==> config.mk <==
export PLATFORM = sky130hd
export DESIGN_NAME = beta_hazard_ctrl
export DESIGN_NICKNAME = d
export VERILOG_FILES = /design/src/rtl/beta_pkg.sv /design/src/rtl/beta_sat_counter.sv /design/src/rtl/beta_hazard_ctrl.sv
export SDC_FILE = /design/constraint.sdc
export NUM_CORES = 1
export LEC_CHECK = 0
export ABC_AREA = 1
export CORE_MARGIN = 5
export CORE_UTILIZATION = 48
export CTS_BUF_LIST = sky130_fd_sc_hd__clkbuf_8
export CTS_CLUSTER_DIAMETER = 120
export DETAILED_ROUTE_END_ITERATION = 6
export HOLD_SLACK_MARGIN = 0.02
export PLACE_DENSITY = 0.92
export SETUP_SLACK_MARGIN = 0.3
export SLEW_MARGIN = 20
export SYNTH_ARGS = -nofsm -noshare
export SYNTH_HDL_FRONTEND = slang
export SYNTH_SLANG_ARGS = --single-unit
==> constraint.sdc <==
create_clock -name clk_i -period 2.06 [get_ports clk_i]
set_clock_uncertainty 0.1 [all_clocks]
set_input_delay 0.206 -clock clk_i [delete_from_list [all_inputs] [get_ports clk_i]]
set_output_delay 0.206 -clock clk_i [all_outputs]
set_load 0.01 [all_outputs]
==> src/rtl/beta_pkg.sv <==
// Shared types and constants for the beta pipeline hazard controller.
package beta_pkg;

  localparam int unsigned HC_STATE_W = 2;

  typedef enum logic [HC_STATE_W-1:0] {
    StRun      = 2'd0,
    StLoadWait = 2'd1,
    StBusyWait = 2'd2,
    StFlush    = 2'd3
  } hc_state_t;

endpackage

==> src/rtl/beta_sat_counter.sv <==
// Saturating up-counter with synchronous clear; holds at all-ones instead of wrapping.
module beta_sat_counter #(
  parameter int unsigned Width = 16
) (
  input  logic             clk_i,
  input  logic             clr_i,
  input  logic             en_i,
  output logic [Width-1:0] cnt_o
);

  logic [Width-1:0] cnt_q, cnt_d;

  always_comb begin
    cnt_d = cnt_q;
    if (clr_i) begin
      cnt_d = '0;
    end else if (en_i && (cnt_q != '1)) begin
      cnt_d = cnt_q + Width'(1);
    end
  end

  always_ff @(posedge clk_i) begin
    cnt_q <= cnt_d;
  end

  assign cnt_o = cnt_q;

endmodule

==> src/rtl/beta_hazard_ctrl.sv <==
// Decode-stage hazard controller: operand forwarding, load-use/busy stalls, redirect flush,
// plus a saturating count of stall cycles.
module beta_hazard_ctrl
  import beta_pkg::*;
#(
  parameter int unsigned StallCntWidth = 16
) (
  input  logic                     clk_i,
  input  logic                     rst_i,
  input  logic                     hc_dec_valid_i,
  input  logic [4:0]               hc_rs1_addr_i,
  input  logic [4:0]               hc_rs2_addr_i,
  input  logic                     hc_rs1_used_i,
  input  logic                     hc_rs2_used_i,
  input  logic [4:0]               hc_wb_rd_addr_i,
  input  logic                     hc_wb_wr_en_i,
  input  logic                     hc_ld_pending_i,
  input  logic [4:0]               hc_ld_rd_addr_i,
  input  logic                     hc_ld_done_i,
  input  logic                     hc_exe_busy_i,
  input  logic                     hc_redirect_i,
  output logic                     hc_forward_en_o,
  output logic [1:0]               hc_forward_src_o,
  output logic                     hc_stall_o,
  output logic                     hc_bubble_o,
  output logic                     hc_flush_o,
  output logic [HC_STATE_W-1:0]    hc_state_o,
  output logic [StallCntWidth-1:0] hc_stall_cnt_o
);

  hc_state_t state_q, state_d;

  logic raw1, raw2, load_use;
  logic [1:0] fwd_match;
  logic stall, bubble, flush, fwd_allow;
  logic [StallCntWidth-1:0] stall_cnt;

  // Register x0 is hardwired to zero, so it never participates in a dependency.
  assign raw1 = hc_rs1_used_i & (hc_rs1_addr_i != 5'd0);
  assign raw2 = hc_rs2_used_i & (hc_rs2_addr_i != 5'd0);

  assign load_use = hc_dec_valid_i & hc_ld_pending_i &
                    ((raw1 & (hc_rs1_addr_i == hc_ld_rd_addr_i)) |
                     (raw2 & (hc_rs2_addr_i == hc_ld_rd_addr_i)));

  assign fwd_match[0] = raw1 & hc_wb_wr_en_i & (hc_rs1_addr_i == hc_wb_rd_addr_i);
  assign fwd_match[1] = raw2 & hc_wb_wr_en_i & (hc_rs2_addr_i == hc_wb_rd_addr_i);

  always_comb begin
    state_d   = state_q;
    stall     = 1'b0;
    bubble    = 1'b0;
    flush     = 1'b0;
    fwd_allow = 1'b0;
    unique case (state_q)
      StRun: begin
        fwd_allow = 1'b1;
        if (hc_redirect_i) begin
          state_d = StFlush;
        end else if (hc_exe_busy_i) begin
          stall   = 1'b1;
          state_d = StBusyWait;
        end else if (load_use) begin
          stall   = 1'b1;
          bubble  = 1'b1;
          state_d = StLoadWait;
        end
      end
      StLoadWait: begin
        fwd_allow = 1'b1;
        if (hc_redirect_i) begin
          state_d = StFlush;
        end else if (hc_ld_done_i) begin
          // Load data is on the write port now, so decode proceeds using the forward path.
          state_d = StRun;
        end else begin
          stall  = 1'b1;
          bubble = 1'b1;
        end
      end
      StBusyWait: begin
        if (hc_redirect_i) begin
          state_d = StFlush;
        end else if (!hc_exe_busy_i) begin
          state_d = StRun;
        end else begin
          stall = 1'b1;
        end
      end
      StFlush: begin
        flush   = 1'b1;
        bubble  = 1'b1;
        state_d = hc_redirect_i ? StFlush : StRun;
      end
    endcase
  end

  always_ff @(posedge clk_i) begin
    if (rst_i) begin
      state_q <= StRun;
    end else begin
      state_q <= state_d;
    end
  end

  // Every output is held at zero while reset is asserted, whatever the inputs are doing.
  assign hc_stall_o       = stall & ~rst_i;
  assign hc_bubble_o      = bubble & ~rst_i;
  assign hc_flush_o       = flush & ~rst_i;
  assign hc_forward_src_o = (fwd_allow & ~rst_i) ? fwd_match : 2'b00;
  assign hc_forward_en_o  = |hc_forward_src_o;
  assign hc_state_o       = rst_i ? '0 : state_q;
  assign hc_stall_cnt_o   = rst_i ? '0 : stall_cnt;

  beta_sat_counter #(
    .Width(StallCntWidth)
  ) u_stall_cnt (
    .clk_i(clk_i),
    .clr_i(rst_i),
    .en_i (hc_stall_o),
    .cnt_o(stall_cnt)
  );

endmodule

==> results.md, run 1 <==
* Number of vias per cell at 5.580
* Proportion of layout cells with a drive suffix above 1 at 26.01%
* Vias at 2,338
* FF-to-FF path depth at 11
* Final hold vios at 0
* Crit Path Class: reg -> reg
* Wire per inst at 16.36 um
* Initial core utilization at 49.27%
* Gr usage total at 24.49%
* Antenna viol nets, final at 0
* Largest net degree at the start of global routing at 25
* Tmin final at 1.879 ns
* CP Max Fanout at 4
* Yosys cell types at 25
* Core area at 0.003337 sq mm
* Worst skew pair latency at 0.28 ns
* HP Class: in -> reg
* Tot Pwr at 1.031 mW
* Met2 Usage GRT at 46.13%
* Area share of the largest cell type after synthesis at 21.92%
* Yosys Warn Count at 0
* TritonCTS buffer count at 3
* Total gr overflow at 0
* Clock transition at path regs at 0.08 ns
* Worst slew pin tran at 0.4025 ns
* Initial antenna violation count at 0
* Fmax at 532.3 MHz
* Diode count at 0
* CTS tree: yes
* First drt pass iteration count at 5
* RSZ-0062 raised after global routing: yes
* Most common cell after layout, fill and taps aside: nand2_1
* Clk root buf: clkbuf_8
* Setup crit start kind: flip-flop
* Post-Syn Nets at 321
* FILL cells at 207
* Sequential fraction of the synthesis area at 21.92%
* Bufs on Longest Clock Path at 2
* Routability cong. at 0.8556
* Worst Hold End: state_q[1]$_SDFFE_PP0P_
* Number of remaining DRC errors at 0
* Outcome: finished, final reports clean
* GR met1 Demand/Resource at 25.27%
* Global-route wire length before repair at 8.783 mm
* Pleak at 1.389 nW
* Worst R2R Setup Slack at 0.18 ns
* Die ar. at 0.004696 sq mm
* Clock sink count at 18
* Die Span Y at 68.53 um
* RR Startpoint: u_stall_cnt.cnt_o[1]$_SDFFE_PP0P_
* Tcrit/Tclk final at 91.19%
* Hold_sp: hc_redirect_i
* # IOs at 54
* Worst Setup End Kind: flip-flop
* Area growth, synth to finish at 65.68%
* Gate Count Post-Synth at 290
* Cell taking the most area after synthesis: dfxtp_1
* Reg2reg end: u_stall_cnt.cnt_o[13]$_SDFFE_PP0P_
* Syn avg cell area at 5.669 sq um
* H-tree Lvls at 1
* #FFs+latches synth at 18
* DP Wirelength at 3.434 mm
* # rows at 21
* Drt total wl at 6.856 mm
* Die width at 68.53 um
* Final setup viols at 0
* Post-Syn Area at 0.001644 sq mm
* Hold Crit Depth at 5
* Grt met3 use at 4.862%
* Pwr Density at 378.6 mW/mm^2
* Worst EP arrival at 2.00 ns
* Peak VDD IR at 0.2655 mV
* Hold slack at 0.4022 ns
* Vias in the first global route at 2,051
* Synth area leaders: dfxtp_1 (22%), nand2_1 (15%), inv_1 (13%)
* Count of pins over their slew limit at 0
* Most Used Layer, Global Route: met2
* Slew headroom at 72.94%
* Initial DRC Count at 314
* Final nets at 405
* Port Buffer Count at 53
* Max-cap violations at 0
* Leading cell types in the layout, fill and taps excluded: nand2_1 (59), inv_1 (53), nor2_1 (47)
* Worst EP required at 2.18 ns
[repair_timing]
| action | CTS | global route |
|---|---|---|
| endpoints found under the hold margin | 0 | 0 |
| buffers inserted | 6 | 4 |
| hold buffers | 0 | 0 |
| endpoints found under the setup margin | 40 | 31 |
| cloned | 2 | 1 |
| resized for setup | 61 | 76 |
| pin swaps | 5 | 25 |
[metal layers]
layer	part of all wire [%]	vias up	wire length [um]
li1	-	1066	-
met1	34	1041	2328
met2	49	181	3362
met3	9.8	50	674
met4	7.2	0	491
met5	0	-	0
[Yosys cell counts, drive strengths merged]
master,instances
inv,58
a21oi,3
nand2,66
ha,1
a31oi,1
clkbuf,4
o211a,1
o21ai,2
nand3,24
xor2,12
dfxtp,18
o22ai,1
nor4,4
nand3b,2
buf,6
xnor2,6
nand4,20
nor3,4
nor2,57
[stage by stage]
stage / worst slack [ns] / TNS (ns) / cells / cell area (sq um) / utilization [%]
2_1_floorplan: 0.3832 / 0 / 290 / 1644 / -
3_3_place_gp: -0.2963 / -2.411 / 402 / 2349 / 70.38
3_5_place_dp: -0.3256 / -3.688 / 402 / 2349 / 70.38
4_1_cts: 0.2575 / 0 / 414 / 2526 / 75.70
5_1_grt: 0.1148 / 0 / 419 / 2724 / 81.63
6_report: 0.1815 / 0 / 419 / 2724 / 81.63
[critical path, stage by stage (launching register included)]
cell and delay (ns):
dfxtp_4 0.37, ha_4 0.17, nand3_2 0.10, nor2_4 0.06, nand4_4 0.12, buf_4 0.13, nand2_1 0.07, nor4_2 0.31
nand3_1 0.16, nand2_1 0.10, inv_1 0.04, nor2_1 0.08
[how the worst max path moves through the flow]
stage,from,endpoint,cells after the start
finish,u_stall_cnt.cnt_o[1]$_SDFFE_PP0P_,u_stall_cnt.cnt_o[13]$_SDFFE_PP0P_,11
global route,u_stall_cnt.cnt_o[1]$_SDFFE_PP0P_,u_stall_cnt.cnt_o[13]$_SDFFE_PP0P_,11
detailed placement,hc_rs2_addr_i[3],hc_stall_o,11
CTS,state_q[1]$_SDFFE_PP0P_,hc_stall_o,6
floorplan,u_stall_cnt.cnt_o[0]$_SDFFE_PP0P_,u_stall_cnt.cnt_o[15]$_SDFFE_PP0P_,12
global placement,hc_rs2_addr_i[3],hc_stall_o,11
[kinds of logic after synthesis]
group / after synthesis / share of synthesized area, %
adder cells (fa/ha/maj): 1 / 0.7609
XOR/XNOR: 18 / 9.589
AO/OA/AOI/OAI: 8 / 2.892
buffers and inverters: 68 / 16.67
AND/OR/NAND/NOR: 177 / 48.17
flip-flops: 18 / 21.92
[power breakdown]
group          total, mW  leakage, nW  switching (mW)  internal (mW)
clock              0.326       0.0288           0.154          0.171
combinational      0.337         1.21           0.175          0.162
sequential         0.369        0.150          0.0126          0.356
total               1.03         1.39           0.342          0.690
[sequential cells by signal, summed over array words and instances, names as in the netlist]
| register | count |
|---|---|
| state_q | 2 |
| u_stall_cnt.cnt_o | 16 |
[layout make-up]
type	instances	area [sq um]	share of cell area [%]
clock buffer	4	55.05	2.021
inverter	58	220.2	8.085
multi-input combinational	204	1190	43.68
sequential	18	376.6	13.83
tap	46	57.56	2.113
timing repair buffer	89	824.5	30.27
No activity file was read; power rests on OpenSTA's default activity.
==> inputs of run 2 (changes only) <==
--- a/config.mk
+++ b/config.mk
@@ -5,13 +5,11 @@
 export SDC_FILE = /design/constraint.sdc
 export NUM_CORES = 1
 export LEC_CHECK = 0
-export ABC_AREA = 1
 export CORE_MARGIN = 5
-export CORE_UTILIZATION = 48
+export CORE_UTILIZATION = 46
 export CTS_BUF_LIST = sky130_fd_sc_hd__clkbuf_8
 export CTS_CLUSTER_DIAMETER = 120
 export DETAILED_ROUTE_END_ITERATION = 6
-export HOLD_SLACK_MARGIN = 0.02
 export PLACE_DENSITY = 0.92
 export SETUP_SLACK_MARGIN = 0.3
 export SLEW_MARGIN = 20
==> run 2 against run 1 <==
Net effect:
- the flow now finishes with violations (setup timing)
- sequential power fell by 2%
- sequential cell count did not move
- hold slack improved by 0.041 ns
- critical endpoint is now u_stall_cnt.cnt_o[6]$_SDFFE_PP0P_
- first-iteration DRC count fell by 60%
- power fell by 15%
- worst setup slack got worse by 0.29 ns
- clock-buffer cell count fell by 1
- via count fell by 25%
- synthesized cell count fell by 40%
- synthesized area fell by 12%
- largest cell class unchanged
- core utilization rose by 4.1 points
==> results.md, run 2 <==
* Worst EP arrival at 2.22 ns (was 2.00 ns)
* Most common cell after layout, fill and taps aside: buf_4 (was nand2_1)
* Clock transition at path regs at 0.07 ns (was 0.08 ns)
* Final setup margin at -0.1050 ns (was 0.1815 ns)
* Max-cap violations at 0 (unchanged)
* RSZ-0062 raised after global routing: yes (unchanged)
* DP Wirelength at 3.348 mm (was 3.434 mm)
* Initial core utilization at 47.73% (was 49.27%)
* Pwr Density at 336.8 mW/mm^2 (was 378.6 mW/mm^2)
* Clock sink count at 18 (unchanged)
* Hold Crit Depth at 2 (was 5)
* Area growth, synth to finish at 79.57% (was 65.68%)
* # IOs at 54 (unchanged)
* Internal power at 0.6195 mW (was 0.6896 mW)
* Crit Path Class: in -> reg (was reg -> reg)
* Port Buffer Count at 53 (unchanged)
* Sw Ratio at 29.13% (was 33.14%)
* Syn avg cell area at 8.305 sq um (was 5.669 sq um)
* Pleak at 1.190 nW (was 1.389 nW)
* Count of pins over their slew limit at 0 (unchanged)
* Peak VDD IR at 0.3944 mV (was 0.2655 mV)
* CP Max Fanout at 8 (was 4)
* Reg power frac at 41.2% (was 35.8%)
* Fmax at 461.9 MHz (was 532.3 MHz)
* Hold_sp: u_stall_cnt.cnt_o[8]$_SDFFE_PP0P_ (was hc_redirect_i)
* Final setup viols at 18 (was 0)
* Worst Hold End: u_stall_cnt.cnt_o[8]$_SDFFE_PP0P_ (was state_q[1]$_SDFFE_PP0P_)
* Clk root buf: clkbuf_8 (unchanged)
* RR Startpoint: state_q[1]$_SDFFE_PP0P_ (was u_stall_cnt.cnt_o[1]$_SDFFE_PP0P_)
* #FFs+latches synth at 18 (unchanged)
* TritonCTS buffer count at 3 (unchanged)
* Initial DRC Count at 126 (was 314)
* HP Class: reg -> reg (was in -> reg)
* EDFF count, synth at 0 (unchanged)
* Post-CTS Hold Fix Bufs at 0 (unchanged)
* Worst EP required at 2.11 ns (was 2.18 ns)
* Yosys cell types at 35 (was 25)
* Drt total wl at 6.080 mm (was 6.856 mm)
* Worst R2R Setup Slack at -0.09 ns (was 0.18 ns)
* Dominant synthesized flop cell: dfxtp_1 (unchanged)
* Gr usage total at 26.16% (was 24.49%)
* Reg2reg end: u_stall_cnt.cnt_o[6]$_SDFFE_PP0P_ (was u_stall_cnt.cnt_o[13]$_SDFFE_PP0P_)
* Tmin final at 2.165 ns (was 1.879 ns)
* Delay-heaviest family, CP: buffers and inverters (was simple AND/OR/NAND/NOR gates)
* Antenna viol nets, final at 0 (unchanged)
* Die Span Y at 66.05 um (was 68.53 um)
* Top cells by count, synth: nor2_1 (22), dfxtp_1 (18), nor2b_1 (15) (was nand2_1 (65), inv_1 (58), nor2_1 (56))
* First drt pass iteration count at 4 (was 5)
* Count leader, synth: nor2_1 (was nand2_1)
* Area share of the largest cell type after synthesis at 24.94% (was 21.92%)
* Worst slew pin tran at 0.4251 ns (was 0.4025 ns)
* # rows at 20 (was 21)
* Worst Setup End Kind: flip-flop (unchanged)
* Failing checks: setup timing
* Cells along the critical path: clkdlybuf4s50_1 > nor4_4 > buf_4 > o2111ai_4 > buf_6 > buf_12 > a211oi_4 > mux2_4 (was ha_4 > nand3_2 > nor2_4 > nand4_4 > buf_4 > nand2_1 > nor4_2 > nand3_1 > nand2_1 > inv_1 > nor2_1)
* Max incr delay on CP at 0.49 ns (was 0.37 ns)
* Die width at 66.05 um (was 68.53 um)
* Proportion of layout cells with a drive suffix above 1 at 43.40% (was 26.01%)
* Final hold vios at 0 (unchanged)
* Synth area leaders: dfxtp_1 (25%), mux2_4 (7.3%), xnor2_1 (7.3%) (was dfxtp_1 (22%), nand2_1 (15%), inv_1 (13%))
* Clk pwr share at 28.4% (was 31.6%)
* Tot Pwr at 0.8741 mW (was 1.031 mW)
* Slew headroom at 71.47% (was 72.94%)
* Wire per inst at 19.68 um (was 16.36 um)
* Total gr overflow at 0 (unchanged)
* H-tree Lvls at 1 (unchanged)
* Post-synth ARST share at 0% (unchanged)
* Bufs on Longest Clock Path at 2 (unchanged)
* Global-route wire length before repair at 8.700 mm (was 8.783 mm)
* Number of remaining DRC errors at 0 (unchanged)
* Sequential fraction of the synthesis area at 24.94% (was 21.92%)
* Tcrit/Tclk final at 105.1% (was 91.19%)
* Diode count at 0 (unchanged)
* Largest net degree at the start of global routing at 22 (was 25)
* Fraction of power consumed by combinational cells at 30.3% (was 32.7%)
* CP max-delay cell: clkdlybuf4s50_1 (was dfxtp_4)
* Post-Syn Nets at 205 (was 321)
* Vias at 1,758 (was 2,338)
* CTS tree: yes (unchanged)
* Gate Count Post-Synth at 174 (was 290)
* Final nets at 298 (was 405)
* FF-to-FF path depth at 8 (was 11)
* Switching power total at 0.2546 mW (was 0.3417 mW)
* Hold slack at 0.4435 ns (was 0.4022 ns)
* Cell taking the most area after synthesis: dfxtp_1 (unchanged)
* Post-Syn Area at 0.001445 sq mm (was 0.001644 sq mm)
* Largest register FFs at 16 (unchanged)
* Core area at 0.003028 sq mm (was 0.003337 sq mm)
* Vias in the first global route at 1,744 (was 2,051)
* Leading cell types in the layout, fill and taps excluded: buf_4 (31), nor2_1 (22), dlygate4sd2_1 (16), dfxtp_1 (16), xnor2_1 (11) (was nand2_1 (59), inv_1 (53), nor2_1 (47))
* WP buf/inv at 4 (was 2)
* Initial antenna violation count at 0 (unchanged)
* FILL cells at 148 (was 207)
* Number of vias per cell at 5.689 (was 5.580)
* Die ar. at 0.004363 sq mm (was 0.004696 sq mm)
* Setup crit start kind: input port (was flip-flop)
* Outcome: finished, violations left (was finished, final reports clean)
* Yosys Warn Count at 0 (unchanged)
* Worst skew pair latency at 0.26 ns (was 0.28 ns)
* Routability cong. at 0.8658 (was 0.8556)
-- run 2: changes by cell type after synthesis, moves of 12 or more --
cell,delta
nand2_1,-55
nand3_1,-14
inv_1,-52
nand4_1,-12
nor2b_1,+15
nor2_1,-34
-- run 2: layout make-up --
class | count | area, sq um | area share [%]
clock buffer | 3 | 41.29 | 1.591
inverter | 6 | 22.52 | 0.8679
multi-input combinational | 145 | 1245 | 47.97
sequential | 18 | 365.4 | 14.08
tap | 44 | 55.05 | 2.122
timing repair buffer | 93 | 865.8 | 33.37
-- run 2: worst max path at each step --
| stage | depth (start not counted) | start | slack [ns] | to |
|---|---|---|---|---|
| finish | 8 | hc_redirect_i | -0.10 | u_stall_cnt.cnt_o[6]$_SDFFE_PP0P_ |
| global route | 11 | hc_rs1_addr_i[3] | -0.13 | u_stall_cnt.cnt_o[6]$_SDFFE_PP0P_ |
| CTS | 10 | hc_rs1_addr_i[3] | -0.02 | u_stall_cnt.cnt_o[5]$_SDFFE_PP0P_ |
| detailed placement | 8 | hc_rs1_addr_i[1] | -0.67 | hc_bubble_o |
| global placement | 8 | hc_rs1_addr_i[1] | -0.63 | hc_stall_o |
| floorplan | 7 | hc_rs2_addr_i[1] | 0.05 | u_stall_cnt.cnt_o[14]$_SDFFE_PP0P_ |
-- run 2: cells by family (layout without fill, tap and decap cells) --
kind of cell	Yosys count	in the layout	synth area share, %
AOI/OAI and AO/OA	27	27	14.72
xor gates and xnor gates	20	20	12.12
adders and majority gates	1	1	0.8657
buffers and inverters	11	102	3.722
DFF	18	18	24.94
muxes	15	15	13.51
and+or+nand+nor	82	82	30.13
-- run 2: stage by stage --
step           util, %  instance area [sq um]  setup TNS [ns]  worst slack (ns)  instances
4_1_cts          80.04                   2424        -0.06509          -0.02357        304
5_1_grt          85.70                   2595          -1.537           -0.1274        309
3_5_place_dp     73.22                   2217          -12.52           -0.6670        295
3_3_place_gp     73.22                   2217          -11.27           -0.6255        295
6_report         85.70                   2595         -0.8894           -0.1050        309
2_1_floorplan        -                   1445               0           0.04957        174
-- run 2: power by group through the flow --
stage	Clock, mW	Combinational (mW)	Sequential, mW
6_report	0.248	0.265	0.361
5_1_grt	0.266	0.279	0.361
4_1_cts	0.250	0.234	0.359
3_5_place_dp	0	0.224	0.366
3_3_place_gp	0	0.218	0.366
2_1_floorplan	0	0.0810	0.367
-- run 2: repair_timing --
item | in CTS | in global routing
endpoints found under the setup margin | 41 | 32
pin swaps | 17 | 12
gates cloned | 1 | 0
buffers inserted | 5 | 5
resized for setup | 107 | 38
-- run 2: layer usage --
metal,global-route usage [%],routed length [um]
met1,31.20,2340
met2,45.81,3088
met3,4.252,356
met5,0,0
met4,11.42,294
-- run 2: worst register-to-register path: stages (launching register included) --
cell and delay [ns]:
dfxtp_4 0.38, buf_4 0.15, nor4_4 0.16, buf_4 0.17, o2111ai_4 0.18, buf_6 0.17, buf_12 0.13, a211oi_4 0.26
mux2_4 0.33
==> inputs of run 3 (changes only) <==
--- a/config.mk
+++ b/config.mk
@@ -5,12 +5,11 @@
 export SDC_FILE = /design/constraint.sdc
 export NUM_CORES = 1
 export LEC_CHECK = 0
-export CORE_MARGIN = 5
 export CORE_UTILIZATION = 46
 export CTS_BUF_LIST = sky130_fd_sc_hd__clkbuf_8
 export CTS_CLUSTER_DIAMETER = 120
 export DETAILED_ROUTE_END_ITERATION = 6
-export PLACE_DENSITY = 0.92
+export PLACE_DENSITY = 0.83
 export SETUP_SLACK_MARGIN = 0.3
 export SLEW_MARGIN = 20
 export SYNTH_ARGS = -nofsm -noshare
==> run 3 against run 2 <==
Net effect:
- the run ends with DRC, setup timing left
- global-route usage grew 10 points
- hold slack better by 0.045 ns
- clock power rose by 22%
- via count is 10% higher
- final area grew 3.1%
- sequential cell count did not move
==> results.md, run 3 (synthesis gave the netlist of run 2 again) <==
* Final hold vios at 0 (unchanged)
* Die Span Y at 58.05 um (was 66.05 um)
* Delay-heaviest family, CP: simple AND/OR/NAND/NOR gates (was buffers and inverters)
* Tmin final at 2.148 ns (was 2.165 ns)
* Port Buffer Count at 53 (unchanged)
* WP buf/inv at 3 (was 4)
* Final setup viols at 17 (was 18)
* Most common cell after layout, fill and taps aside: buf_4 (unchanged)
* Routability cong. at 0.8937 (was 0.8658)
* Sum Neg Setup Slack at -0.5128 ns (was -0.8894 ns)
* FILL cells at 90 (was 148)
* Leading cell types in the layout, fill and taps excluded: buf_4 (27), nor2_1 (22), clkdlybuf4s50_1 (14) (was buf_4 (31), nor2_1 (22), dlygate4sd2_1 (16), dfxtp_1 (16), xnor2_1 (11))
* CP Max Fanout at 4 (was 8)
* Drt total wl at 7.255 mm (was 6.080 mm)
* Hold slack at 0.4889 ns (was 0.4435 ns)
* Largest register FFs at 16 (unchanged)
* Failing checks: DRC, setup timing (was setup timing)
* Bufs on Longest Clock Path at 2 (unchanged)
* Initial DRC Count at 189 (was 126)
* # IOs at 54 (unchanged)
* Number of cells on the critical path at 8 (unchanged)
* FF-to-FF path depth at 8 (unchanged)
* Non-Filler Instances at 305 (was 309)
* Wire per inst at 23.79 um (was 19.68 um)
* Total gr overflow at 0 (unchanged)
* Peak VDD IR at 0.3916 mV (was 0.3944 mV)
* Pwr Density at 355.5 mW/mm^2 (was 336.8 mW/mm^2)
* Clk pwr share at 31.8% (was 28.4%)
* Core area at 0.002877 sq mm (was 0.003028 sq mm)
* Pleak at 1.182 nW (was 1.190 nW)
* HP Class: reg -> reg (unchanged)
* First drt pass iteration count at 7 (was 4)
* Placed Cells at 291 (was 295)
* Cells along the critical path: buf_6 > or4_4 > o21ai_4 > nor4_2 > buf_4 > o2111ai_4 > o21ai_1 > buf_2 (was clkdlybuf4s50_1 > nor4_4 > buf_4 > o2111ai_4 > buf_6 > buf_12 > a211oi_4 > mux2_4)
* Post-CTS Hold Fix Bufs at 0 (unchanged)
* Number of vias per cell at 6.348 (was 5.689)
* Design area at 0.002675 sq mm (was 0.002595 sq mm)
* Largest net degree at the start of global routing at 34 (was 22)
* Tcrit/Tclk final at 104.3% (was 105.1%)
* Global-route wire length before repair at 9.149 mm (was 8.700 mm)
* Crit Path Class: in -> out (was in -> reg)
* Initial antenna violation count at 0 (unchanged)
* Worst Setup End Kind: output pin (was flip-flop)
* Clock sink count at 18 (unchanged)
* Gr usage total at 36.53% (was 26.16%)
* Die width at 58.05 um (was 66.05 um)
* Hold Crit Depth at 2 (unchanged)
* Initial core utilization at 50.24% (was 47.73%)
* Area growth, synth to finish at 85.11% (was 79.57%)
* Clock transition at path regs at 0.07 ns (about the same)
* Setup crit start kind: input port (unchanged)
* Worst skew pair latency at 0.26 ns (about the same)
* Worst EP required at 1.75 ns (was 2.11 ns)
* Worst EP arrival at 1.84 ns (was 2.22 ns)
* Die ar. at 0.003370 sq mm (was 0.004363 sq mm)
* TritonCTS buffer count at 3 (unchanged)
* Final core occ at 93.00% (was 85.70%)
* Number of remaining DRC errors at 3 (was 0)
* Fmax at 465.5 MHz (was 461.9 MHz)
* H-tree Lvls at 1 (unchanged)
* DP Wirelength at 3.227 mm (was 3.348 mm)
* Worst slew pin tran at 0.4384 ns (was 0.4251 ns)
* Clk root buf: clkbuf_8 (unchanged)
* Max incr delay on CP at 0.53 ns (was 0.49 ns)
* Area post-placement at 0.002225 sq mm (was 0.002217 sq mm)
* Vias in the first global route at 1,821 (was 1,744)
* Count of pins over their slew limit at 0 (unchanged)
* Max-cap violations at 0 (unchanged)
* Proportion of layout cells with a drive suffix above 1 at 49.05% (was 43.40%)
* Diode count at 0 (unchanged)
* # rows at 19 (was 20)
* Sw Ratio at 30.16% (was 29.13%)
* Reg power frac at 37.8% (was 41.2%)
* CTS tree: yes (unchanged)
* Vias at 1,936 (was 1,758)
* Outcome: finished, violations left (unchanged)
* Final nets at 295 (was 298)
* Internal power at 0.6642 mW (was 0.6195 mW)
* Switching power total at 0.2869 mW (was 0.2546 mW)
* RSZ-0062 raised after global routing: yes (unchanged)
* Fraction of power consumed by combinational cells at 30.4% (was 30.3%)
* Antenna viol nets, final at 0 (unchanged)
* Final setup margin at -0.08810 ns (was -0.1050 ns)
* Slew headroom at 70.61% (was 71.47%)
* CP max-delay cell: or4_4 (was clkdlybuf4s50_1)
==> run 3: changes by cell type in the layout (fill, tap and decap cells not counted), moves of 4 or more <==
cell | previous run | this run
dfxtp_2 | 1 | 5
clkdlybuf4s50_1 | 10 | 14
a21oi_4 | 6 | 10
buf_4 | 31 | 27
a21oi_1 | 6 | 1
==> run 3: per-layer routing <==
layer	global-route usage, %	wire, um	part of all wire (%)	vias to the layer above
met4	15.31	445	6.1	0
met5	0	0	0	-
met1	41.67	2613	36	921
met2	65.35	3463	48	165
met3	8.036	733	10	57
li1	-	-	-	793
==> run 3: power by group through the flow <==
stage	combinational (mW)	sequential (mW)	clock, mW
after floorplan	0.0810	0.367	0
after global placement	0.219	0.364	0
after detailed placement	0.223	0.364	0
after CTS	0.244	0.357	0.299
after global routing	0.299	0.360	0.314
final	0.289	0.360	0.303
==> run 3: worst paths after layout <==
check	from	endpoint	slack, ns
min	u_stall_cnt.cnt_o[6]$_SDFFE_PP0P_	u_stall_cnt.cnt_o[6]$_SDFFE_PP0P_	0.49
max	hc_rs1_addr_i[3]	hc_bubble_o	-0.09
max reg2reg	state_q[1]$_SDFFE_PP0P_	u_stall_cnt.cnt_o[9]$_SDFFE_PP0P_	-0.05
min reg2reg	u_stall_cnt.cnt_o[6]$_SDFFE_PP0P_	u_stall_cnt.cnt_o[6]$_SDFFE_PP0P_	0.49
==> run 3: worst register-to-register path: cells and delay by family, from the launching register on <==
| kind | cells | cell delay [ns] |
|---|---|---|
| and+or+nand+nor | 1 | 0.26 |
| buffers and inverters | 4 | 0.63 |
| muxes | 1 | 0.34 |
| DFF | 1 | 0.34 |
| AOI/OAI and AO/OA | 2 | 0.34 |
==> run 3: timing repair <==
action,4_1_cts,5_1_grt
pin swaps,33,9
setup endpoints to repair,41,33
resized for setup,131,35
buffers inserted,7,2
gates cloned,1,0
==> run 3: final cells by class <==
| type | instances | area [sq um] | area share, % |
|---|---|---|---|
| Timing Repair Buffer | 90 | 845.8 | 31.62 |
| Clock buffer | 4 | 55.05 | 2.058 |
| Multi-Input combinational cell | 145 | 1333 | 49.81 |
| Inverter | 6 | 22.52 | 0.8419 |
| Tap cell | 42 | 52.55 | 1.964 |
| Sequential cell | 18 | 366.6 | 13.70 |
==> run 3: through the flow <==
stage	power [mW]	worst slack [ns]
after floorplan	0.4477	0.04957
after global placement	0.5832	-0.5777
after detailed placement	0.5872	-0.6655
after CTS	0.8997	-0.01400
after global routing	0.9733	-0.1996
final	0.9511	-0.08810
